File: src/rtl/uart_pkg.sv
// ---------------------------------------------------------------------------
// uart_pkg
// Shared UART definitions for the BLE link transmitter and command receiver.
//   tx_state_t               : transmitter FSM states (IDLE, TRANSMIT)
//   UART_BAUD_DIV_50M_19200  : clk cycles per bit for 50 MHz / 19200 baud
//   frame_bits()             : bit periods per frame, 10 (8N1) or 11 (8E1)
//   even_parity()            : even-parity bit of a data byte
// Optional feature macro: UART_TX_PARITY_EN (selects 8E1 framing).
// ---------------------------------------------------------------------------
package uart_pkg;

    typedef enum logic {
        IDLE     = 1'b0,
        TRANSMIT = 1'b1
    } tx_state_t;

    localparam int UART_BAUD_DIV_50M_19200 = 2604;

    // Bit periods per frame: start + 8 data (+ parity) + stop.
    function automatic logic [3:0] frame_bits();
`ifdef UART_TX_PARITY_EN
        return 4'd11;
`else
        return 4'd10;
`endif
    endfunction

    // Even parity: the extra bit makes the count of ones in data+parity even.
    function automatic logic even_parity(input logic [7:0] data);
        return ^data;
    endfunction

endpackage

File: src/rtl/uart_tx.sv
// ---------------------------------------------------------------------------
// uart_tx
// Serial transmitter for the BLE link. On an accepted trmt strobe it sends one
// byte LSB first (8N1, or 8E1 when UART_TX_PARITY_EN is defined) and then
// raises tx_done, which stays high until the next accepted strobe.
// Parameters:
//   BAUD_DIV  clk cycles per bit period (legal 16..4095)
// Ports:
//   clk      in   system clock, single domain
//   rst      in   asynchronous active-high reset
//   trmt     in   1-cycle start strobe, only honoured while idle
//   tx_data  in   byte to send, captured on the edge that accepts trmt
//   TX       out  serial line, idles high, driven straight from a flop
//   tx_done  out  set when the stop bit completes
//   busy     out  high from accept to the end of the stop bit
// Optional feature macro: UART_TX_PARITY_EN (even-parity bit before stop).
// ---------------------------------------------------------------------------
module uart_tx
    import uart_pkg::*;
#(
    parameter int BAUD_DIV = UART_BAUD_DIV_50M_19200
) (
    input  logic       clk,
    input  logic       rst,
    input  logic       trmt,
    input  logic [7:0] tx_data,
    output logic       TX,
    output logic       tx_done,
    output logic       busy
);

    localparam logic [3:0]        FRAME_BITS = frame_bits();
    localparam int                SHIFT_W    = int'(frame_bits());
    localparam int                BAUD_W     = $clog2(BAUD_DIV);
    localparam logic [BAUD_W-1:0] BAUD_LAST  = BAUD_W'(BAUD_DIV - 1);
    localparam logic [3:0]        LAST_BIT   = FRAME_BITS - 4'd1;

    tx_state_t            state_r;
    tx_state_t            state_s;
    logic [SHIFT_W-1:0]   shift_r;
    logic [SHIFT_W-1:0]   shift_s;
    logic [SHIFT_W-1:0]   load_s;
    logic [BAUD_W-1:0]    baud_cnt_r;
    logic [BAUD_W-1:0]    baud_cnt_s;
    logic [3:0]           bit_cnt_r;
    logic [3:0]           bit_cnt_s;
    logic                 tx_done_r;
    logic                 tx_done_s;
    logic                 busy_r;
    logic                 busy_s;

    // Frame image to load on accept; bit 0 goes out first.
`ifdef UART_TX_PARITY_EN
    assign load_s = {1'b1, even_parity(tx_data), tx_data, 1'b0};
`else
    assign load_s = {1'b1, tx_data, 1'b0};
`endif

    // Next-state and next-register logic for the IDLE/TRANSMIT sequencer.
    always_comb begin
        state_s    = state_r;
        shift_s    = shift_r;
        baud_cnt_s = baud_cnt_r;
        bit_cnt_s  = bit_cnt_r;
        tx_done_s  = tx_done_r;
        busy_s     = busy_r;
        case (state_r)
            IDLE: begin
                if (trmt) begin
                    shift_s    = load_s;
                    baud_cnt_s = '0;
                    bit_cnt_s  = 4'd0;
                    tx_done_s  = 1'b0;
                    busy_s     = 1'b1;
                    state_s    = TRANSMIT;
                end else begin
                    // Keep the line parked high between frames.
                    shift_s = '1;
                end
            end
            TRANSMIT: begin
                if (baud_cnt_r == BAUD_LAST) begin
                    // End of a bit period: present the next bit, ones fill in
                    // behind so the line returns high after the stop bit.
                    shift_s    = {1'b1, shift_r[SHIFT_W-1:1]};
                    baud_cnt_s = '0;
                    bit_cnt_s  = bit_cnt_r + 4'd1;
                    if (bit_cnt_r == LAST_BIT) begin
                        tx_done_s = 1'b1;
                        busy_s    = 1'b0;
                        state_s   = IDLE;
                    end else begin
                        state_s = TRANSMIT;
                    end
                end else begin
                    baud_cnt_s = baud_cnt_r + BAUD_W'(1);
                end
            end
            default: begin
                state_s    = IDLE;
                shift_s    = '1;
                baud_cnt_s = '0;
                bit_cnt_s  = 4'd0;
                tx_done_s  = 1'b0;
                busy_s     = 1'b0;
            end
        endcase
    end

    // State, shift register, counters and status flags; reset parks TX high.
    always_ff @(posedge clk or posedge rst) begin
        if (rst) begin
            state_r    <= IDLE;
            shift_r    <= '1;
            baud_cnt_r <= '0;
            bit_cnt_r  <= 4'd0;
            tx_done_r  <= 1'b0;
            busy_r     <= 1'b0;
        end else begin
            state_r    <= state_s;
            shift_r    <= shift_s;
            baud_cnt_r <= baud_cnt_s;
            bit_cnt_r  <= bit_cnt_s;
            tx_done_r  <= tx_done_s;
            busy_r     <= busy_s;
        end
    end

    assign TX      = shift_r[0];
    assign tx_done = tx_done_r;
    assign busy    = busy_r;

endmodule

File: config.mk
export PLATFORM = sky130hd
export DESIGN_NAME = uart_tx
export DESIGN_NICKNAME = d
export VERILOG_FILES = /design/src/rtl/uart_pkg.sv /design/src/rtl/uart_tx.sv
export SDC_FILE = /design/constraint.sdc
export NUM_CORES = 1
export LEC_CHECK = 0
export ABC_CLOCK_PERIOD_IN_PS = 1800
export BUFFER_PORTS_ARGS = -buffer_cell sky130_fd_sc_hd__buf_2
export CAP_MARGIN = 25
export CORE_MARGIN = 2
export CORE_UTILIZATION = 57
export DETAILED_ROUTE_END_ITERATION = 12
export PLACE_DENSITY = 0.77
export SLEW_MARGIN = 40
export SYNTH_ARGS = -nofsm -noshare
export SYNTH_HDL_FRONTEND = slang
export SYNTH_SLANG_ARGS = --single-unit
File: constraint.sdc
create_clock -name clk -period 1.8 [get_ports clk]
set_input_delay 0.27 -clock clk [delete_from_list [all_inputs] [get_ports clk]]
set_output_delay 0.27 -clock clk [all_outputs]
set_load 0.02 [all_outputs]
==> impl_metrics.yaml <==
status:
  outcome: "completed"
die:
  die_x_um: 53.5
  die_h_um: 53.5
  start_util_pct: 61.5
  rows: 17
  core-area_sq_mm: 0.00228
  dieArea_sq_mm: 0.00287
  io_pins: 14
clock_network:
  clk_latency_ns: 0.32
  clock_sinks: 28
  cts_tree: "yes"
  cts_buffers: 3
  cts-root-buf: "clkbuf_4"
  cts.reportedPaths.clkPinSlew_ns: 0.15
  clockBufferDepth: 2
  postCtsSetupBuffers: 0
  h-tree-depth: 1
routing:
  viasPerCell: 5.85
  antenna_left: 0
  drc: 0
  drtIter0Drc: 26
  wl_mm: 2.77
  drtPass1Iterations: 4
  via_count: 1118
  post_drt_wl_per_cell_um: 14.5
power_and_ir_drop:
  leakage_nw: 0.725
  sw_frac_of_total_pct: 34.1
  comb_power_share_pct: 25.3
  power_density_mw_per_mm2: 1080
  p_total_mw: 1.72
  ir_drop_mv: 0.801
  power_frac_clock_pct: 17.9
  power.internal_mw: 1.13
  p_sw_uw: 585
  p_seq_share_pct: 56.8
timing:
  timing.final.ws_setup_ns: 0.0974
  fmax_ghz: 0.587
  min_period_ns: 1.70
  worst_pin_slew_ns: 0.390
  setup_viol: 0
  relSlewSlack_pct: 73.6
  hold_violations: 0
  clock_skew_ns: 0.00336
  rsz0062_at_grt: "no"
  tns_ns: 0
  drv_slew: 0
  min_period_over_period_pct: 94.6
synth:
  ys_warn_count: 0
  synth-main-ff-cell: "dfrtp_1"
  synthesis.nets: 157
  avgSynthCellArea_sq_um: 9.78
  syn_inst: 143
  synth_area_leaders: "dfrtp_1, dfstp_2, o21ai_0"
  synth_enable_flop_cells: 0
  yosysTopAreaCellShare_pct: 34.0
  synth.distinct_cells: 34
  synthArstFlopShare_pct: 100
  netlist_area_sq_mm: 0.00140
  synth_seq_area_share_pct: 50.9
  yosysTopAreaCell: "dfrtp_1"
  ys_ff_latch: 28
placed_design:
  gp_congestion: 0.840
  pre_cts_ws_ns: 0.104
  dp_hpwl_mm: 1.92
  port-buffer-count: 13
  post_dp_cell_area_sq_mm: 0.00153
setup_path:
  endpoint_kind: "flop"
  cp_max_fo: 9
  cp-start-kind: "flop"
  arrival_ns: 1.98
  cp.required_ns: 2.07
  path_class: "reg -> reg"
global_route:
  grt_pass1_wl_mm: 4.58
  grt-ovfl-total: 0
  grt_pass1_vias: 1023
  grt_max_degree: 29
  antenna_found_initial: 0
  grtUsageTotal_pct: 22.1
cells_and_area:
  drive_gt1_share_pct: 23.9
  fin_nets: 178
  fill_cells: 183
  postLayoutCellArea_sq_mm: 0.00159
  syn_to_final_growth_pct: 13.9
  diodes: 0
hold_path:
  hold_path_class: "in -> reg"
run:
  drv_cap: 0
[per-stage QoR]
step / hold WS [ns] / util, % / cells
after global placement: 0.343 / 67.4 / 186
after global routing: 0.176 / 70.0 / 191
after detailed placement: 0.361 / 67.4 / 186
final: 0.172 / 70.0 / 191
after floorplan: 0.329 / - / 143
after CTS: 0.167 / 69.4 / 191
[cells in the mapped netlist (2+ instances only)]
| cell type | number |
|---|---|
| nand4_1 | 3 |
| o211ai_1 | 2 |
| a22o_1 | 2 |
| dfrtp_1 | 19 |
| a21o_1 | 2 |
| nor2_1 | 13 |
| o21ai_0 | 12 |
| ha_1 | 3 |
| and3_1 | 3 |
| clkbuf_1 | 2 |
| o22ai_1 | 9 |
| xor2_1 | 4 |
| a21oi_1 | 11 |
| buf_2 | 5 |
| dfstp_2 | 9 |
| nand2_1 | 14 |
| nand3_1 | 8 |
| inv_1 | 6 |
[path summary, 6_finish.rpt]
| kind | from | endpoint | slack [ns] | cells past startpoint |
|---|---|---|---|---|
| worst max-delay path | baud_cnt_r[0]$_DFFE_PP0P_ | bit_cnt_r[3]$_DFFE_PP0P_ | 0.1 | 5 |
| worst min-delay path | tx_data[7] | shift_r[8]$_DFFE_PP1P_ | 0.17 | 2 |
| worst max register to register | baud_cnt_r[0]$_DFFE_PP0P_ | bit_cnt_r[3]$_DFFE_PP0P_ | 0.1 | 5 |
| worst min register to register | tx_done$_DFFE_PP0P_ | tx_done$_DFFE_PP0P_ | 0.49 | 1 |
| max in group asynchronous | rst | shift_r[3]$_DFFE_PP1P_ | 0.97 | 4 |
| min in group asynchronous | rst | baud_cnt_r[1]$_DFFE_PP0P_ | 0.53 | 4 |
[layer usage]
| layer | wire length (um) | track usage (%) | part of all wire (%) |
|---|---|---|---|
| met2 | 1350 | 38.9 | 49 |
| met4 | 32 | 7.69 | 1.2 |
| met5 | 0 | 0 | 0 |
| met3 | 50 | 2.50 | 1.8 |
| met1 | 1340 | 28.1 | 48 |
[power groups by stage]
stage / Clock [mW] / Sequential (mW) / Combinational (mW)
final: 0.308 / 0.974 / 0.434
after global routing: 0.339 / 1.00 / 0.492
after CTS: 0.321 / 0.965 / 0.421
after detailed placement: 0 / 0.977 / 0.417
after global placement: 0 / 0.962 / 0.398
after floorplan: 0 / 0.921 / 0.348
[registers in the layout, summed over array words and instances (netlist names)]
| register | flops |
|---|---|
| bit_cnt_r | 4 |
| busy | 1 |
| baud_cnt_r | 12 |
| tx_done | 1 |
| shift_r | 9 |
| state_r | 1 |
[final cells by class]
class / count / area (sq um) / share of cell area (%)
multi-input cells: 102 / 644 / 40.5
well taps: 28 / 35.0 / 2.20
clock buffers: 4 / 36.3 / 2.28
repair buffers: 23 / 143 / 8.96
inverters: 6 / 22.5 / 1.41
flip-flops and latches: 28 / 712 / 44.7
[critical path, stage by stage, from the launching register on]
cell      delay [ns]
dfrtp_1         0.46
ha_4            0.17
and4bb_4        0.27
nand4_4         0.15
or4b_1          0.52
nand2_1         0.08
[repair_timing]
action / 4_1_cts / 5_1_grt
endpoints found under the hold margin: 19 / 0
endpoints found under the setup margin: 0 / 1
hold buffers: 1 / 0
resized for setup: 0 / 2
[cells in the final DEF, fill, tap and decap left out]
cell and count:
and2b_1 1, dfstp_2 9, o31ai_1 1, xor2_1 4, nand3_1 8, a41o_1 1
clkbuf_8 1, nor2_1 13, and4bb_4 1, a21o_1 2, inv_1 6, nor3b_4 1
and3_1 3, buf_2 13, nand4_4 1, o311ai_0 1, nand4_1 3, xnor2_1 1
nand2b_1 1, and3b_1 1, or4b_1 1, o22a_1 1, o21ai_0 12, ha_4 1
or3_1 1, a21oi_1 11, and4_1 1, dlygate4sd3_1 1, a41oi_1 1, ha_1 2
a22o_1 2, buf_4 9, nor3_1 1, o211ai_1 2, clkbuf_4 3, dfrtp_1 19
o22ai_1 9, nand2_1 14
[kinds of logic (layout without fill, tap and decap cells)]
kind of cell,count (synthesis),count (layout),synth area share (%)
and+or+nand+nor,51,51,20.6
AOI/OAI and AO/OA,43,43,18.8
DFF,28,28,50.9
buffers and inverters,13,33,3.94
xor gates and xnor gates,5,5,3.13
adders and majority gates,3,3,2.68
No activity file was read; power rests on OpenSTA's default activity.
